`config.mk`:
```
export PLATFORM = sky130hd
export DESIGN_NAME = crc_decode
export DESIGN_NICKNAME = d
export VERILOG_FILES = /design/src/rtl/crc_pkg.sv /design/src/rtl/crc_check_reg.sv /design/src/rtl/crc_decode.sv
export SDC_FILE = /design/constraint.sdc
export NUM_CORES = 1
export LEC_CHECK = 0
export BUFFER_PORTS_ARGS = -buffer_cell sky130_fd_sc_hd__clkbuf_2
export CORE_UTILIZATION = 45
export CTS_BUF_LIST = sky130_fd_sc_hd__clkbuf_8
export DETAILED_ROUTE_END_ITERATION = 8
export GPL_ROUTABILITY_DRIVEN = 0
export PLACE_DENSITY = 0.67
export SYNTH_ARGS = -nofsm -noshare
export SYNTH_HDL_FRONTEND = slang
export SYNTH_HIERARCHICAL = 1
export SYNTH_SLANG_ARGS = --single-unit
```
`constraint.sdc`:
```
create_clock -name clk -period 2.3 [get_ports clk]
set_input_delay 0.115 -clock clk [delete_from_list [all_inputs] [get_ports clk]]
set_output_delay 0.115 -clock clk [all_outputs]
set_load 0.005 [all_outputs]
```
`src/rtl/crc_pkg.sv`:
```
// Shared constants and types for the serial CRC encoder/decoder pair.
// CRC5 covers token packets, CRC16 covers data packets.
package crc_pkg;

  typedef enum logic [1:0] {
    IDLE  = 2'd0,
    FILL  = 2'd1,
    PASS  = 2'd2,
    CHECK = 2'd3
  } state_t;

  localparam int CRC5_LEN  = 5;
  localparam int CRC16_LEN = 16;

  localparam logic [4:0]  CRC5_POLY      = 5'b00101;
  localparam logic [15:0] CRC16_POLY     = 16'h8005;
  localparam logic [4:0]  CRC5_RESIDUAL  = 5'b01100;
  localparam logic [15:0] CRC16_RESIDUAL = 16'h800D;

  // Bit counter saturates here; it only needs to reach the longest CRC width.
  localparam logic [4:0] CNT_SAT = 5'd16;

  function automatic logic [4:0] crc_len(input logic is_crc16);
    return is_crc16 ? 5'(CRC16_LEN) : 5'(CRC5_LEN);
  endfunction

endpackage

```
`src/rtl/crc_check_reg.sv`:
```
// Serial CRC LFSR, MSB-first feedback, preset to all ones.
// clr has priority over shift.
module crc_check_reg #(
  parameter int               WIDTH = 5,
  parameter logic [WIDTH-1:0] POLY  = '0
) (
  input  logic             clk,
  input  logic             rst_L,
  input  logic             clr,
  input  logic             shift,
  input  logic             din,
  output logic [WIDTH-1:0] crc
);

  logic [WIDTH-1:0] crc_q;
  logic [WIDTH-1:0] crc_d;
  logic             fb;

  always_comb begin
    fb    = din ^ crc_q[WIDTH-1];
    crc_d = crc_q;
    if (clr) begin
      crc_d = '1;
    end else if (shift) begin
      crc_d = {crc_q[WIDTH-2:0], 1'b0} ^ (fb ? POLY : '0);
    end
  end

  always_ff @(posedge clk or negedge rst_L) begin
    if (!rst_L) begin
      crc_q <= '1;
    end else begin
      crc_q <= crc_d;
    end
  end

  assign crc = crc_q;

endmodule

```
`src/rtl/crc_decode.sv`:
```
// Receive-side CRC checker: strips the trailing CRC from a serial packet body,
// forwards payload bits one cycle after acceptance, and reports pass/fail on done.
module crc_decode
  import crc_pkg::*;
(
  input  logic   clk,
  input  logic   rst_L,
  input  logic   inb,
  input  logic   bit_valid,
  input  logic   recving,
  input  logic   pkttype,
  output logic   outb,
  output logic   out_valid,
  output logic   sending,
  output logic   done,
  output logic   crc_ok,
  output state_t dbg_state
);

  state_t      state_q, state_d;
  logic        type_q, type_d;
  logic [4:0]  count_q, count_d;
  logic [15:0] dly_q, dly_d;
  logic        outb_q, outb_d;
  logic        out_valid_q, out_valid_d;
  logic        sending_q, sending_d;
  logic        done_q, done_d;
  logic        crc_ok_q, crc_ok_d;

  logic        accept;
  logic        crc_clr;
  logic [4:0]  len;
  logic [4:0]  count_inc;
  logic        tap;
  logic        crc_match;
  logic [4:0]  crc5_val;
  logic [15:0] crc16_val;

  // Upstream has no backpressure: a bit is consumed on every cycle with
  // recving & bit_valid, except during CHECK where a new packet is not allowed.
  assign accept  = recving & bit_valid & (state_q != CHECK);
  assign crc_clr = (state_q == CHECK) | ((state_q == IDLE) & ~accept);

  crc_check_reg #(
    .WIDTH (CRC5_LEN),
    .POLY  (CRC5_POLY)
  ) u_crc5 (
    .clk   (clk),
    .rst_L (rst_L),
    .clr   (crc_clr),
    .shift (accept),
    .din   (inb),
    .crc   (crc5_val)
  );

  crc_check_reg #(
    .WIDTH (CRC16_LEN),
    .POLY  (CRC16_POLY)
  ) u_crc16 (
    .clk   (clk),
    .rst_L (rst_L),
    .clr   (crc_clr),
    .shift (accept),
    .din   (inb),
    .crc   (crc16_val)
  );

  assign len       = crc_len(type_q);
  assign count_inc = (count_q == CNT_SAT) ? CNT_SAT : count_q + 5'd1;
  // The bit accepted N bits ago is the oldest one still in the CRC window.
  assign tap       = type_q ? dly_q[CRC16_LEN-1] : dly_q[CRC5_LEN-1];
  assign crc_match = type_q ? (crc16_val == CRC16_RESIDUAL)
                            : (crc5_val == CRC5_RESIDUAL);

  always_comb begin
    state_d     = state_q;
    type_d      = type_q;
    count_d     = count_q;
    dly_d       = dly_q;
    outb_d      = 1'b0;
    out_valid_d = 1'b0;
    sending_d   = sending_q;
    done_d      = 1'b0;
    crc_ok_d    = crc_ok_q;

    if (accept) begin
      dly_d = {dly_q[14:0], inb};
    end

    unique case (state_q)
      IDLE: begin
        count_d = '0;
        if (accept) begin
          type_d    = pkttype;
          count_d   = 5'd1;
          sending_d = 1'b1;
          crc_ok_d  = 1'b0;
          state_d   = FILL;
        end
      end
      FILL: begin
        if (!recving) begin
          done_d   = 1'b1;
          crc_ok_d = (count_q >= len) & crc_match;
          state_d  = CHECK;
        end else if (accept) begin
          count_d = count_inc;
          if (count_inc >= len) begin
            state_d = PASS;
          end
        end
      end
      PASS: begin
        if (!recving) begin
          done_d   = 1'b1;
          crc_ok_d = (count_q >= len) & crc_match;
          state_d  = CHECK;
        end else if (accept) begin
          count_d     = count_inc;
          outb_d      = tap;
          out_valid_d = 1'b1;
        end
      end
      CHECK: begin
        // The buffered CRC tail is dropped here, never emitted.
        count_d   = '0;
        dly_d     = '0;
        sending_d = 1'b0;
        state_d   = IDLE;
      end
      default: begin
        state_d = IDLE;
      end
    endcase
  end

  always_ff @(posedge clk or negedge rst_L) begin
    if (!rst_L) begin
      state_q     <= IDLE;
      type_q      <= 1'b0;
      count_q     <= '0;
      dly_q       <= '0;
      outb_q      <= 1'b0;
      out_valid_q <= 1'b0;
      sending_q   <= 1'b0;
      done_q      <= 1'b0;
      crc_ok_q    <= 1'b0;
    end else begin
      state_q     <= state_d;
      type_q      <= type_d;
      count_q     <= count_d;
      dly_q       <= dly_d;
      outb_q      <= outb_d;
      out_valid_q <= out_valid_d;
      sending_q   <= sending_d;
      done_q      <= done_d;
      crc_ok_q    <= crc_ok_d;
    end
  end

  assign outb      = outb_q;
  assign out_valid = out_valid_q;
  assign sending   = sending_q;
  assign done      = done_q;
  assign crc_ok    = crc_ok_q;
  assign dbg_state = state_q;

endmodule

```
==> run metrics, run 1 <==
status finished clean; Final min period 2.20 ns; CTS Buf Count 5; post-synthesis mux area share 1.44%; Area after DPL 2730 um2; antenna fix cells 0; final hold vios 0; EDFF count, synth 0; maximum clock rate 454 MHz; Final Max Slew Viols 0; Max Cap Viol 0; most frequent cells in the layout dfrtp_1, dfstp_2; Synth Area in Adders 6.46%; clk buf depth 2; gr ovfl total 0; vias 1711; GRT Total Usage 17.5%; Sw Share 36.0%; fin crit share 95.8%; Hold Path Class input port to flop; Syn Inst Count 213; Pint 0.00212 W; Layout fillers 454; ys async rst share 100%; Gate power share 41.9%; Final Cell Area 2900 um2; die width 76.8 um; ANT nets after route 0; Setup Skew 0.00443 ns; DRT Pass-1 Iters 4; Peak VDD IR 0.000776 V; Sink Count 50; cell at the slowest stage of the critical path dfrtp_1; vias in the first global route 1598; Synth Register Bits 50; Post-Synth Simple-Gate Area 15.6%; total wire length 4.83 mm; post-synthesis compound-gate area fraction 19.7%; commonest non-fill, non-tap cell in the layout dfrtp_1; startpoint types flop; Syn Nets 232; Least-Margin Pin Slew 0.714 ns; Starting Density 48.0%; library cells used by synthesis 50; Sequential Power Share 41.2%; Switching Power 0.00119 W; Setup CP Type flop to flop; Post-DP HPWL 3.35 mm; TritonCTS clock tree done; XOR/XNOR share of the synthesized area 3.03%; PortBufs 12; die area 5890 um2; Synth Cell Area 2520 um2; first-pass GRT wire length 8.03 mm; initial antenna violation count 0; Ys Warns 6; wire per inst 15.4 um; Core Region 5240 um2; Top-Level Pins 13; Synth-to-Final Area Change 15.4%; H-Tree Depth 2; CP arrival 2.41 ns; Vias/cell 5.47; Fin Hold WS 0.0224 ns; worst endpoint required time 2.51 ns; sequential-to-total area share from yosys stat 50.8%; Clock Tree Root clkbuf_8; power per cell area 1140 nW/um2; Cell Chain, Critical Path ha_1 > xor2_1 > and2_4 > ha_4 > a221oi_2 > o211ai_1 > a21o_1 > mux2_4; fraction of layout cells with a size suffix above 1 33.3%; worst skew pair latency 0.31 ns; syn avg cell area 11.8 um2; endpoints failing setup 0; Setup crit end kind flop; Synth Flop Type dfrtp_1; Initial DRC Count 84; largest family of logic cells by synthesized area compound AO/OA/AOI/OAI gates; CP max FO 3; largest net degree at the start of global routing 28; Post-route DRC 0; clock power share 16.8%; nets 261; Leak 1.29 nW; slowest stage delay, CP 0.42 ns; Worst slew margin 52.4%; Clk pin slew, worst setup/hold paths 0.10 ns; # rows 26; die height 76.8 um
[cell families after synthesis]
kind of cell	Yosys count
buffers and inverters	16
AND/OR/NAND/NOR	61
XOR/XNOR	7
flip-flops	50
AO/OA/AOI/OAI	63
multiplexers	3
adder cells (fa/ha/maj)	13
[Yosys cell counts (all sizes together) (3+ instances only)]
cell	n	area, um2
a211o	20	179
a21oi	4	20.0
a22o	17	149
and2	4	25.0
and2b	5	43.8
buf	5	33.8
clkbuf	3	11.3
dfrtp	29	726
dfstp	21	552
ha	13	163
inv	8	30.0
nand2	10	37.5
nand3	3	20.0
nor2	4	15.0
nor2b	18	115
nor3	4	20.0
o21ai	10	50.0
xnor2	3	26.3
xor2	3	26.3
[power by group through the flow]
| stage | sequential [W] | combinational, W | clock [W] |
|---|---|---|---|
| after floorplan | 0.00135 | 0.000962 | 0 |
| after global placement | 0.00137 | 0.00131 | 0 |
| after detailed placement | 0.00138 | 0.00132 | 0 |
| after CTS | 0.00136 | 0.00133 | 0.000576 |
| after global routing | 0.00140 | 0.00154 | 0.000615 |
| final | 0.00136 | 0.00139 | 0.000557 |
[final timing paths]
kind	to	slack (ns)	cells after the start	from
max in group asynchronous	u_crc16/crc[1]	1.20	3	rst_L
min in group asynchronous	type_q	0.38	2	rst_L
worst max-delay path	dbg_state[1]	0.1	8	count_q[0]
worst min-delay path	type_q	0.02	2	pkttype
worst max register to register	dbg_state[1]	0.1	8	count_q[0]
worst min register to register	crc_ok	0.50	2	crc_ok
[per-layer routing]
layer / wire length, um / share of wire, % / global-route usage, % / up-vias
li1: - / - / - / 843
met1: 2480 / 51 / 26.0 / 833
met2: 2140 / 44 / 25.3 / 30
met3: 160 / 3.3 / 4.17 / 5
met4: 46 / 0.95 / 5.19 / 0
met5: 0 / 0 / 0 / -
[stage by stage]
stage / setup WS [ns] / cells / util, % / TNS, ns / power [W]
after global routing: -0.00863 / 313 / 55.4 / -0.00863 / 0.00356
after global placement: 0.0876 / 302 / 52.2 / 0 / 0.00268
final: 0.0960 / 313 / 55.4 / 0 / 0.00331
after floorplan: 0.0589 / 213 / - / 0 / 0.00231
after CTS: 0.00342 / 311 / 54.2 / 0 / 0.00327
after detailed placement: 0.0174 / 302 / 52.2 / 0 / 0.00270
[sequential cells by signal (all words and copies together), names as in the netlist]
name / cells
count_q: 5
crc_ok: 1
dbg_state: 2
dly_q: 16
done: 1
out_valid: 1
outb: 1
sending: 1
type_q: 1
u_crc16/crc: 16
u_crc5/crc: 5
[final cells by class]
cell class / count / area (um2) / share of cell area (%)
clock buffers: 5 / 68.8 / 2.37
inverters: 8 / 30.0 / 1.03
well taps: 70 / 87.6 / 3.02
multi-input cells: 147 / 1210 / 41.8
flip-flops and latches: 50 / 1280 / 44.0
clock inverters: 3 / 28.8 / 0.991
repair buffers: 30 / 198 / 6.81
[critical path, delay by kind of cell (launching register included)]
family	cells	cell delay, ns
compound gates	3	0.61
fa+ha+maj	2	0.44
flops	1	0.42
mux	1	0.29
simple gates	1	0.18
xor+xnor	1	0.15
[timing repair]
action	in CTS	in global routing
setup endpoints to repair	1	2
hold buffers	1	0
gates resized for setup	0	9
pin swaps	1	5
setup buffers	0	2
endpoints found under the hold margin	11	0
No activity file was read; power rests on OpenSTA's default activity.
==> inputs of run 2 (changes only) <==
- CORE_UTILIZATION: 45 -> 51
- PLACE_DENSITY: 0.67 -> 0.74
==> run 2 against run 1 <==
Via count increased by 0.70%. Worst hold slack improved by 0.0064 ns. Count of clock-buffer cells in the layout unchanged. Combinational power is essentially flat. First-iteration DRC count up 2.4%. Final area decreased by 0.56%. Global-route usage is 2.4 points higher. Core utilization is 5.7 points higher. Cell count fell by 1.6%. Non-clock buffer count decreased by 2. Largest cell class unchanged.
==> run metrics, run 2 (same netlist as run 1, synthesis figures left out) <==
status finished clean; power per cell area 1170 nW/um2; GRT Total Usage 19.9%; ANT nets after route 0; Setup crit end kind flop; cell at the slowest stage of the critical path dfrtp_1; Crit path max-delay family compound AO/OA/AOI/OAI gates; Post-route DRC 0; first-pass GRT wire length 7.89 mm; total wire length 4.82 mm; fraction of layout cells with a size suffix above 1 32.0%; Hold Path Class input port to flop; hold depth 2; CP Buf/Inv Count 1; Layout fillers 385; maximum clock rate 443 MHz; Area after DPL 2710 um2; # rows 25; Leak 1.29 nW; Starting Density 53.3%; Setup Skew 0.00855 ns; vias in the first global route 1628; Core Region 4720 um2; total power 0.00337 W; endpoints failing setup 0; final hold vios 0; slowest stage delay, CP 0.42 ns; Top-Level Pins 13; H-Tree Depth 2; die height 72.2 um; initial antenna violation count 0; Sink Count 50; CTS Buf Count 5; fin crit share 98.2%; worst endpoint required time 2.51 ns; die width 72.2 um; CP arrival 2.47 ns; Final Max Slew Viols 0; Worst slew margin 58.1%; clock power share 19.2%; wire per inst 15.7 um; Cell Chain, Critical Path inv_1 > ha_2 > nand4bb_4 > nand2_1 > ha_1 > nand2b_4 > a221oi_2 > o211ai_1 > a21o_1 > mux2_4; Final Cell Area 2890 um2; CP Depth 10; Setup CP Type flop to flop; Switching Power 0.00118 W; Peak VDD IR 0.000566 V; startpoint types flop; Final min period 2.26 ns; Least-Margin Pin Slew 0.629 ns; nets 259; Synth-to-Final Area Change 14.7%; commonest non-fill, non-tap cell in the layout dfrtp_1; Clk pin slew, worst setup/hold paths 0.10 ns; most frequent cells in the layout dfrtp_1, dfstp_2, nor2b_1, a22o_1, a211o_1; CP max FO 4; largest net degree at the start of global routing 51; Clock Tree Root clkbuf_8; worst skew pair latency 0.31 ns; gr ovfl total 0; vias 1723; DRT Pass-1 Iters 4; die area 5220 um2; Max Cap Viol 0; Vias/cell 5.59; antenna fix cells 0; dpl cells 296; Gate power share 40.4%; PortBufs 12; clk buf depth 2; Sw Share 35.1%; Final Non-Filler Cells 308; Post-DP HPWL 3.13 mm; R2R depth 10; Initial DRC Count 86; Pint 0.00219 W; Sequential Power Share 40.4%; TritonCTS clock tree done
run 2: changes by cell type in the layout (fill, tap and decap cells not counted), sizes merged:
cell	delta
inv	-1
buf	-2
bufinv	+1
run 2: what timing repair did:
action,in CTS,in global routing
setup buffers,0,3
hold buffers,1,0
endpoints found under the setup margin,0,2
gates resized for setup,0,6
hold endpoints to repair,29,0
run 2: worst register-to-register path: stages, from the launching register on:
cell,delay (ns)
dfrtp_1,0.42
inv_1,0.08
ha_2,0.19
nand4bb_4,0.13
nand2_1,0.09
ha_1,0.23
nand2b_4,0.14
a221oi_2,0.23
o211ai_1,0.13
a21o_1,0.23
mux2_4,0.29
run 2: power by group through the flow:
stage | clock network (W) | registers [W] | logic [W]
global placement | 0 | 0.00137 | 0.00126
detailed placement | 0 | 0.00138 | 0.00130
CTS | 0.000660 | 0.00136 | 0.00131
finish | 0.000645 | 0.00136 | 0.00136
floorplan | 0 | 0.00135 | 0.000962
global route | 0.000686 | 0.00140 | 0.00151
run 2: final cells by class:
type                    count  area [um2]  area share, %
multi-input cells         147        1200           41.6
well taps                  67        83.8           2.90
clock inverters             3        43.8           1.52
repair buffers             28         183           6.33
inverters                   8        30.0           1.04
flip-flops and latches     50        1280           44.3
clock buffers               5        68.8           2.38
run 2: final timing paths:
path	from	to	slack, ns
hold reg to reg	crc_ok	crc_ok	0.49
setup / recovery	count_q[1]	dbg_state[1]	0.04
setup reg to reg	count_q[1]	dbg_state[1]	0.04
max in group asynchronous	rst_L	dly_q[9]	1.44
min in group asynchronous	rst_L	crc_ok	0.44
hold / removal	pkttype	type_q	0.03
run 2: per-layer routing:
layer | global-route usage, % | up-vias | wire length, um
li1 | - | 838 | -
met1 | 27.8 | 848 | 2300
met2 | 30.4 | 30 | 2250
met3 | 4.86 | 7 | 178
met4 | 7.19 | 0 | 93
met5 | 0 | - | 0
run 2: metrics by stage:
step	utilization (%)	TNS, ns	hold WS, ns	setup WS, ns
after floorplan	-	0	-0.181	0.0589
after global placement	57.3	0	0.254	0.0988
after detailed placement	57.3	0	0.254	0.0362
after CTS	59.9	0	0.0239	0.0172
after global routing	61.1	-0.0382	0.0221	-0.0382
final	61.1	0	0.0288	0.0423
